==> src/rtl/frame_serializer.sv <==
// Serializes a pre-built 12-bit UART frame MSB-first (start bit at index len-1)
// one bit per baud_tick; all outputs registered.
module frame_serializer (
    input  logic        clk,
    input  logic        rst,
    input  logic        baud_tick,
    input  logic        send,
    input  logic [11:0] frame_in,
    input  logic [1:0]  parity_type,
    input  logic        stop_bits,
    input  logic        data_length,
    output logic        tx_out,
    output logic        busy,
    output logic        done,
    output logic [1:0]  state_dbg
);

    // Handshake: a request is send=1 at a rising edge while busy=0; it is
    // accepted there (busy rises next cycle). Requests while busy=1 are dropped.
    typedef enum logic [1:0] {
        IDLE  = 2'd0,
        ARMED = 2'd1,
        SHIFT = 2'd2
    } state_t;

    state_t      state;
    state_t      state_next;
    logic [11:0] shadow;
    logic [11:0] shadow_next;
    logic [3:0]  idx;
    logic [3:0]  idx_next;
    logic        tx_next;
    logic        busy_next;
    logic        done_next;
    logic [3:0]  frame_len;
    logic        parity_on;

    assign parity_on = parity_type[1] ^ parity_type[0];
    assign frame_len = 4'd1 + (data_length ? 4'd8 : 4'd7) + {3'b000, parity_on}
                     + (stop_bits ? 4'd2 : 4'd1);
    assign state_dbg = state;

    always_ff @(posedge clk) begin
        if (!rst) begin
            state  <= IDLE;
            shadow <= 12'h000;
            idx    <= 4'd0;
            tx_out <= 1'b1;
            busy   <= 1'b0;
            done   <= 1'b0;
        end else begin
            state  <= state_next;
            shadow <= shadow_next;
            idx    <= idx_next;
            tx_out <= tx_next;
            busy   <= busy_next;
            done   <= done_next;
        end
    end

    always_comb begin
        state_next = state;
        case (state)
            IDLE:    if (send) state_next = ARMED;
            ARMED:   if (baud_tick) state_next = SHIFT;
            SHIFT:   if (baud_tick && (idx == 4'd0)) state_next = IDLE;
            default: state_next = IDLE;
        endcase
    end

    always_comb begin
        shadow_next = shadow;
        idx_next    = idx;
        tx_next     = tx_out;
        busy_next   = busy;
        done_next   = 1'b0;
        case (state)
            IDLE: begin
                tx_next   = 1'b1;
                busy_next = 1'b0;
                if (send) begin
                    shadow_next = frame_in;
                    idx_next    = frame_len - 4'd1;
                    busy_next   = 1'b1;
                end
            end
            ARMED: begin
                busy_next = 1'b1;
                if (baud_tick) tx_next = shadow[idx];
            end
            SHIFT: begin
                busy_next = 1'b1;
                if (baud_tick) begin
                    if (idx != 4'd0) begin
                        idx_next = idx - 4'd1;
                        tx_next  = shadow[idx - 4'd1];
                    end else begin
                        // Last stop bit has been held a full period: release the line.
                        tx_next   = 1'b1;
                        busy_next = 1'b0;
                        done_next = 1'b1;
                    end
                end
            end
            default: begin
                tx_next   = 1'b1;
                busy_next = 1'b0;
            end
        endcase
    end

endmodule
==> config.mk <==
export PLATFORM = sky130hd
export DESIGN_NAME = frame_serializer
export DESIGN_NICKNAME = d
export VERILOG_FILES = /design/src/rtl/frame_serializer.sv
export SDC_FILE = /design/constraint.sdc
export NUM_CORES = 1
export LEC_CHECK = 0
export BUFFER_PORTS_ARGS = -buffer_cell sky130_fd_sc_hd__buf_2
export CORE_MARGIN = 4
export CORE_UTILIZATION = 54
export DETAILED_ROUTE_END_ITERATION = 16
export GPL_TIMING_DRIVEN = 1
export PLACE_DENSITY = 0.78
export SYNTH_ARGS = -nofsm -noshare
export SYNTH_HDL_FRONTEND = slang
export SYNTH_SLANG_ARGS = --single-unit
==> constraint.sdc <==
create_clock -name clk -period 2.45 [get_ports clk]
set_clock_uncertainty 0.15 [all_clocks]
set_input_delay 0.1225 -clock clk [delete_from_list [all_inputs] [get_ports clk]]
set_output_delay 0.1225 -clock clk [all_outputs]
set_load 0.01 [all_outputs]
## Yosys cells after proc, flatten, opt, wreduce, memory -nomap -nowiden

Index checks and enable logic that the tools add are counted.

| word-level totals | value |
|---|---|
| word-level logic and storage cells | 54 |
| output and inout port bits | 5 |
| register bits after elaboration | 21 |
| input bits | 20 |

| operators by class | value |
|---|---|
| equality and inequality tests | 7 |
| add/sub/neg operators | 5 |
| bitwise operators | 1 |
| order comparisons | 2 |
| multiplexer cells | 23 |
| reduce and logical (&&, ||, !) cells | 10 |

Operator list:

| cell | number |
|---|---|
| 4-bit two-way mux | 4 |
| 4-bit by 5-bit < comparator with 1-bit output (second input constant) | 2 |
| 2-bit inequality test (second input constant) | 5 |
| 1-bit two-way mux | 9 |
| 1-bit binary-select mux with 4-bit select | 2 |
| 2-bit two-way mux | 4 |
| 4-bit case mux with 2 select lines | 1 |
| 4-bit by 1-bit subtractor with 4-bit output (second input constant) | 2 |
| 2-bit case mux with 3 select lines | 1 |
| 3-bit AND reduction | 2 |
| 1-bit by 4-bit adder with 4-bit output (first input constant) | 1 |
| 4-bit by 1-bit adder with 4-bit output | 1 |
| 4-bit by 2-bit adder with 4-bit output | 1 |
| 4-bit zero test | 1 |
| 2-bit AND reduction | 2 |
| 4-bit AND reduction | 1 |
| 4-bit nonzero test | 1 |
| 1-bit case mux with 3 select lines | 1 |
| 2-bit by 1-bit equality test with 1-bit output (second input constant) | 1 |
| 2-bit equality test (second input constant) | 1 |
| 2-bit zero test | 1 |
| 1-bit case mux with 2 select lines | 1 |
| 2-bit nonzero test | 1 |
| 1-bit logical AND | 1 |
| 1-bit XOR | 1 |

## Depth between registers and ports, before layout

| depth | value |
|---|---|
| word-level depth | 7 |
| gate-level depth with buffers | 9 |
| mapped depth without buffers | 7 |

## Least setup slack after synthesis

OpenSTA, ideal clock, no wires.

| timing | value |
|---|---|
| kind | reg-to-reg |
| start | register idx[0] |
| end | register tx_out |
| arrival | 1.698 ns |
| buffers on the path | 2 |
| clock period less this slack | 1.973 ns |
| setup time | 0.125 ns |
| cell stages (with the launch flop) | 10 |
| path slack | 0.477 ns |
| cell sequence | dfxtp_1 > buf_6 > inv_1 > ha_1 > clkbuf_1 > nor2b_1 > a2111oi_0 > a31oi_1 > nand4b_1 > nand3_1 |

| on the way | value |
|---|---|
| longest elaborated chain between the ends | 6 |

RTL lines:

| element | line | RTL |
|---|---|---|
| from (decl) | 30 | `logic [3:0] idx;` |
| from (signal assigned) | 54 | `idx <= idx_next;` |
| 4-bit by 1-bit subtractor with 4-bit output | 96 | `tx_next = shadow[idx - 4'd1];` |
| 1-bit binary-select mux with 4-bit select | 96 |  |
| 1-bit two-way mux (not written as such) | 96 |  |
| 1-bit two-way mux | 94 | `if (idx != 4'd0) begin` |
| 1-bit two-way mux | 93 | `if (baud_tick) begin` |
| 1-bit case mux with 2 select lines * | 77 | `case (state)` |
| to (signal assigned) | 55 | `tx_out <= tx_next;` |
| to (decl) | 12 | `output logic tx_out,` |

Every way passes the cells marked *; elsewhere a longest branch is shown, timed or not. The select of a mux whose other input is x is not followed.
A chain may end at the register's enable or synchronous reset.

## Worst setup path in the final report

| timing | value |
|---|---|
| start | register idx[1] |
| end | register tx_out |

The elaborated chain is that of the path after synthesis.

==> results.tsv <==
metric	value	unit
status	finished clean	
post-synth top area cell	dfxtp_1	
launch point of the worst hold path	baud_tick	
worst skew pair latency	0.30	ns
Remaining DRCs	0	
DRT Pass-1 Iters	5	
Synth warnings	0	
hold path cells	3	
worst-path maximum fanout	8	
Final ANT Viol Nets	0	
Req. time, crit path	2.50	ns
Final Cell Area	1629	um^2
Post-Synthesis Cells	158	
Routed wire per std cell	13.85	um
Cell variety after synth	39	
Sum Neg Setup Slack	0	ns
Worst-Margin Slew	0.4528	ns
flops & latches, synth	21	
H-tree Lvls	1	
Period Utilization, post-route	86.11	%
Hold Path End	done$_SDFF_PN0_	
TritonCTS clock tree	yes	
r2r worst-path depth	7	
CTS Buf Count	3	
Max Cap Viol	0	
Die Y	58.16	um
vias in the first global route	1189	
Post-DP HPWL	2164	um
area share of the largest cell type after synthesis	30.94	%
num ports	25	
port bufs	24	
first-pass GRT wire length	5133	um
synthesized area	1359	um^2
RSZ-0062 raised after global routing	false	
CP Class	reg -> reg	
R2R Path Start	idx[1]$_SDFFE_PN0P_	
fraction of layout cells with a size suffix above 1	19.37	%
post-layout minimum cycle time	2.110	ns
Worst Hold Class	in -> reg	
Post-synth EDFFs	0	
total leakage power	0.6840	nW
clock slew at reported path FFs	0.13	ns
Die ar.	3383	um^2
crit path capture type	register	
sequential area share after synthesis	30.94	%
Filler Cells Inserted	173	
Final Hold Viols	0	
Pwr Density	649.1	nW/um^2
fmax	474.0	MHz
CTS sink cnt	21	
initial antenna violation count	0	
Synth top cells by count	nand2_1, dfxtp_1, a21boi_0	
number of vias per cell	5.685	
total gr overflow	0	
n_diodes	0	
post-synthesis async set-or-reset flop share	0	%
largest net degree at the start of global routing	23	
flop-to-flop setup slack	0.34	ns
nature of the critical path startpoint	register	
final count of negative-setup-slack endpoints	0	
GRT Total Usage	18.97	%
Final nets	221	
core area	2297	um^2
Primary FF master, synth	dfxtp_1	
Die Wd	58.16	um
worst r2r dst	tx_out$_SDFFE_PN1P_	
via count	1245	
RePlAce Congestion	0.9209	
Layout area overhead	19.89	%
Slew Limit Headroom	69.03	%
WP data arrival	2.16	ns
Starting Density	59.15	%
clk root buf	clkbuf_4	
Post-Syn Nets	187	
Initial DRC Count	35	
Max VDD drop	443.3	uV
Clock Tree Buf Depth	2	
max-slew violations	0	
DP Area	1481	um^2
largest cells by area after synthesis	dfxtp_1, nand2_1, ha_1, a21boi_0, mux2i_1	
mean area per synthesized cell	8.600	um^2
Placement Rows	17	
cell with the most instances after synthesis	nand2_1	
final wirelength	3034	um
where the power goes:
group / total, mW / internal [mW] / switching (mW)
Combinational: 0.452 / 0.213 / 0.239
Clock: 0.172 / 0.0608 / 0.111
Sequential: 0.434 / 0.385 / 0.0494
Total: 1.06 / 0.658 / 0.399
registers in the layout (all words and copies together) (netlist names):
| register | flops |
|---|---|
| shadow | 12 |
| idx | 4 |
| state_dbg | 2 |
| busy | 1 |
| done | 1 |
| tx_out | 1 |
cells by family after synthesis:
kind of cell / synth area share, %
AND/OR/NAND/NOR: 20.26
AO/OA/AOI/OAI: 18.60
flip-flops: 30.94
buffers and inverters: 6.538
multiplexers: 11.60
adder cells (fa/ha/maj): 8.840
XOR/XNOR: 3.223
cell usage in the layout (no fill, tap or decap), types with 3 or more instances in the layout:
cell / netlist / final
nor2_1: 10 / 10
nor3_1: 3 / 3
clkbuf_4: 0 / 3
ha_1: 8 / 8
buf_2: 2 / 24
dfxtp_1: 21 / 21
inv_1: 11 / 11
nor2b_1: 4 / 4
mux2i_1: 6 / 6
xnor2_1: 4 / 4
dlygate4sd3_1: 0 / 12
o21ai_0: 5 / 5
nand2_1: 31 / 31
a21boi_0: 13 / 13
through the flow:
stage / total power [mW] / worst slack (ns) / util [%] / hold slack [ns] / cells
2_1_floorplan: 0.7725 / 0.4774 / - / 0.1174 / 158
3_3_place_gp: 0.8479 / 0.5458 / 64.49 / 0.2214 / 203
3_5_place_dp: 0.8703 / 0.3886 / 64.49 / 0.2306 / 203
4_1_cts: 1.055 / 0.3656 / 70.91 / 0.03101 / 219
5_1_grt: 1.131 / 0.2279 / 70.91 / 0.05488 / 219
6_report: 1.057 / 0.3403 / 70.91 / 0.03332 / 219
critical path, cell delays in order, from the launching register on:
cell       delay [ns]
dfxtp_1          0.49
inv_1            0.10
ha_1             0.46
nor2b_1          0.09
a2111oi_0        0.44
a31oi_1          0.08
nand4b_1         0.12
nand3_1          0.07
worst max path at each step:
stage / startpoint / to / cells after the start
after global routing: idx[1]$_SDFFE_PN0P_ / tx_out$_SDFFE_PN1P_ / 7
final: idx[1]$_SDFFE_PN0P_ / tx_out$_SDFFE_PN1P_ / 7
after CTS: idx[1]$_SDFFE_PN0P_ / tx_out$_SDFFE_PN1P_ / 7
after global placement: idx[1]$_SDFFE_PN0P_ / tx_out$_SDFFE_PN1P_ / 7
after floorplan: idx[0]$_SDFFE_PN0P_ / tx_out$_SDFFE_PN1P_ / 9
after detailed placement: idx[1]$_SDFFE_PN0P_ / tx_out$_SDFFE_PN1P_ / 7
repair_timing:
action                                 4_1_cts  5_1_grt
hold buffers                                12        0
resized for setup                            0        0
setup buffers                                0        0
endpoints found under the hold margin       12        0
per-layer routing:
metal	wire length (um)	GRT usage, %	up-vias
li1	-	-	612
met1	1296	22.36	573
met2	1494	34.52	50
met3	201	3.563	10
met4	41	5.629	0
met5	0	0	-
layout make-up:
cell class                      count  area [um^2]  share of cell area [%]
Multi-Input combinational cell    117        849.6                   52.15
Sequential cell                    21        420.4                   25.81
Timing Repair Buffer               38        255.2                   15.67
Clock inverter                      1        5.005                  0.3072
Inverter                           11        41.29                   2.535
Tap cell                           28        35.03                   2.151
Clock buffer                        3        22.52                   1.382
Power figures use the tool's default switching activity.
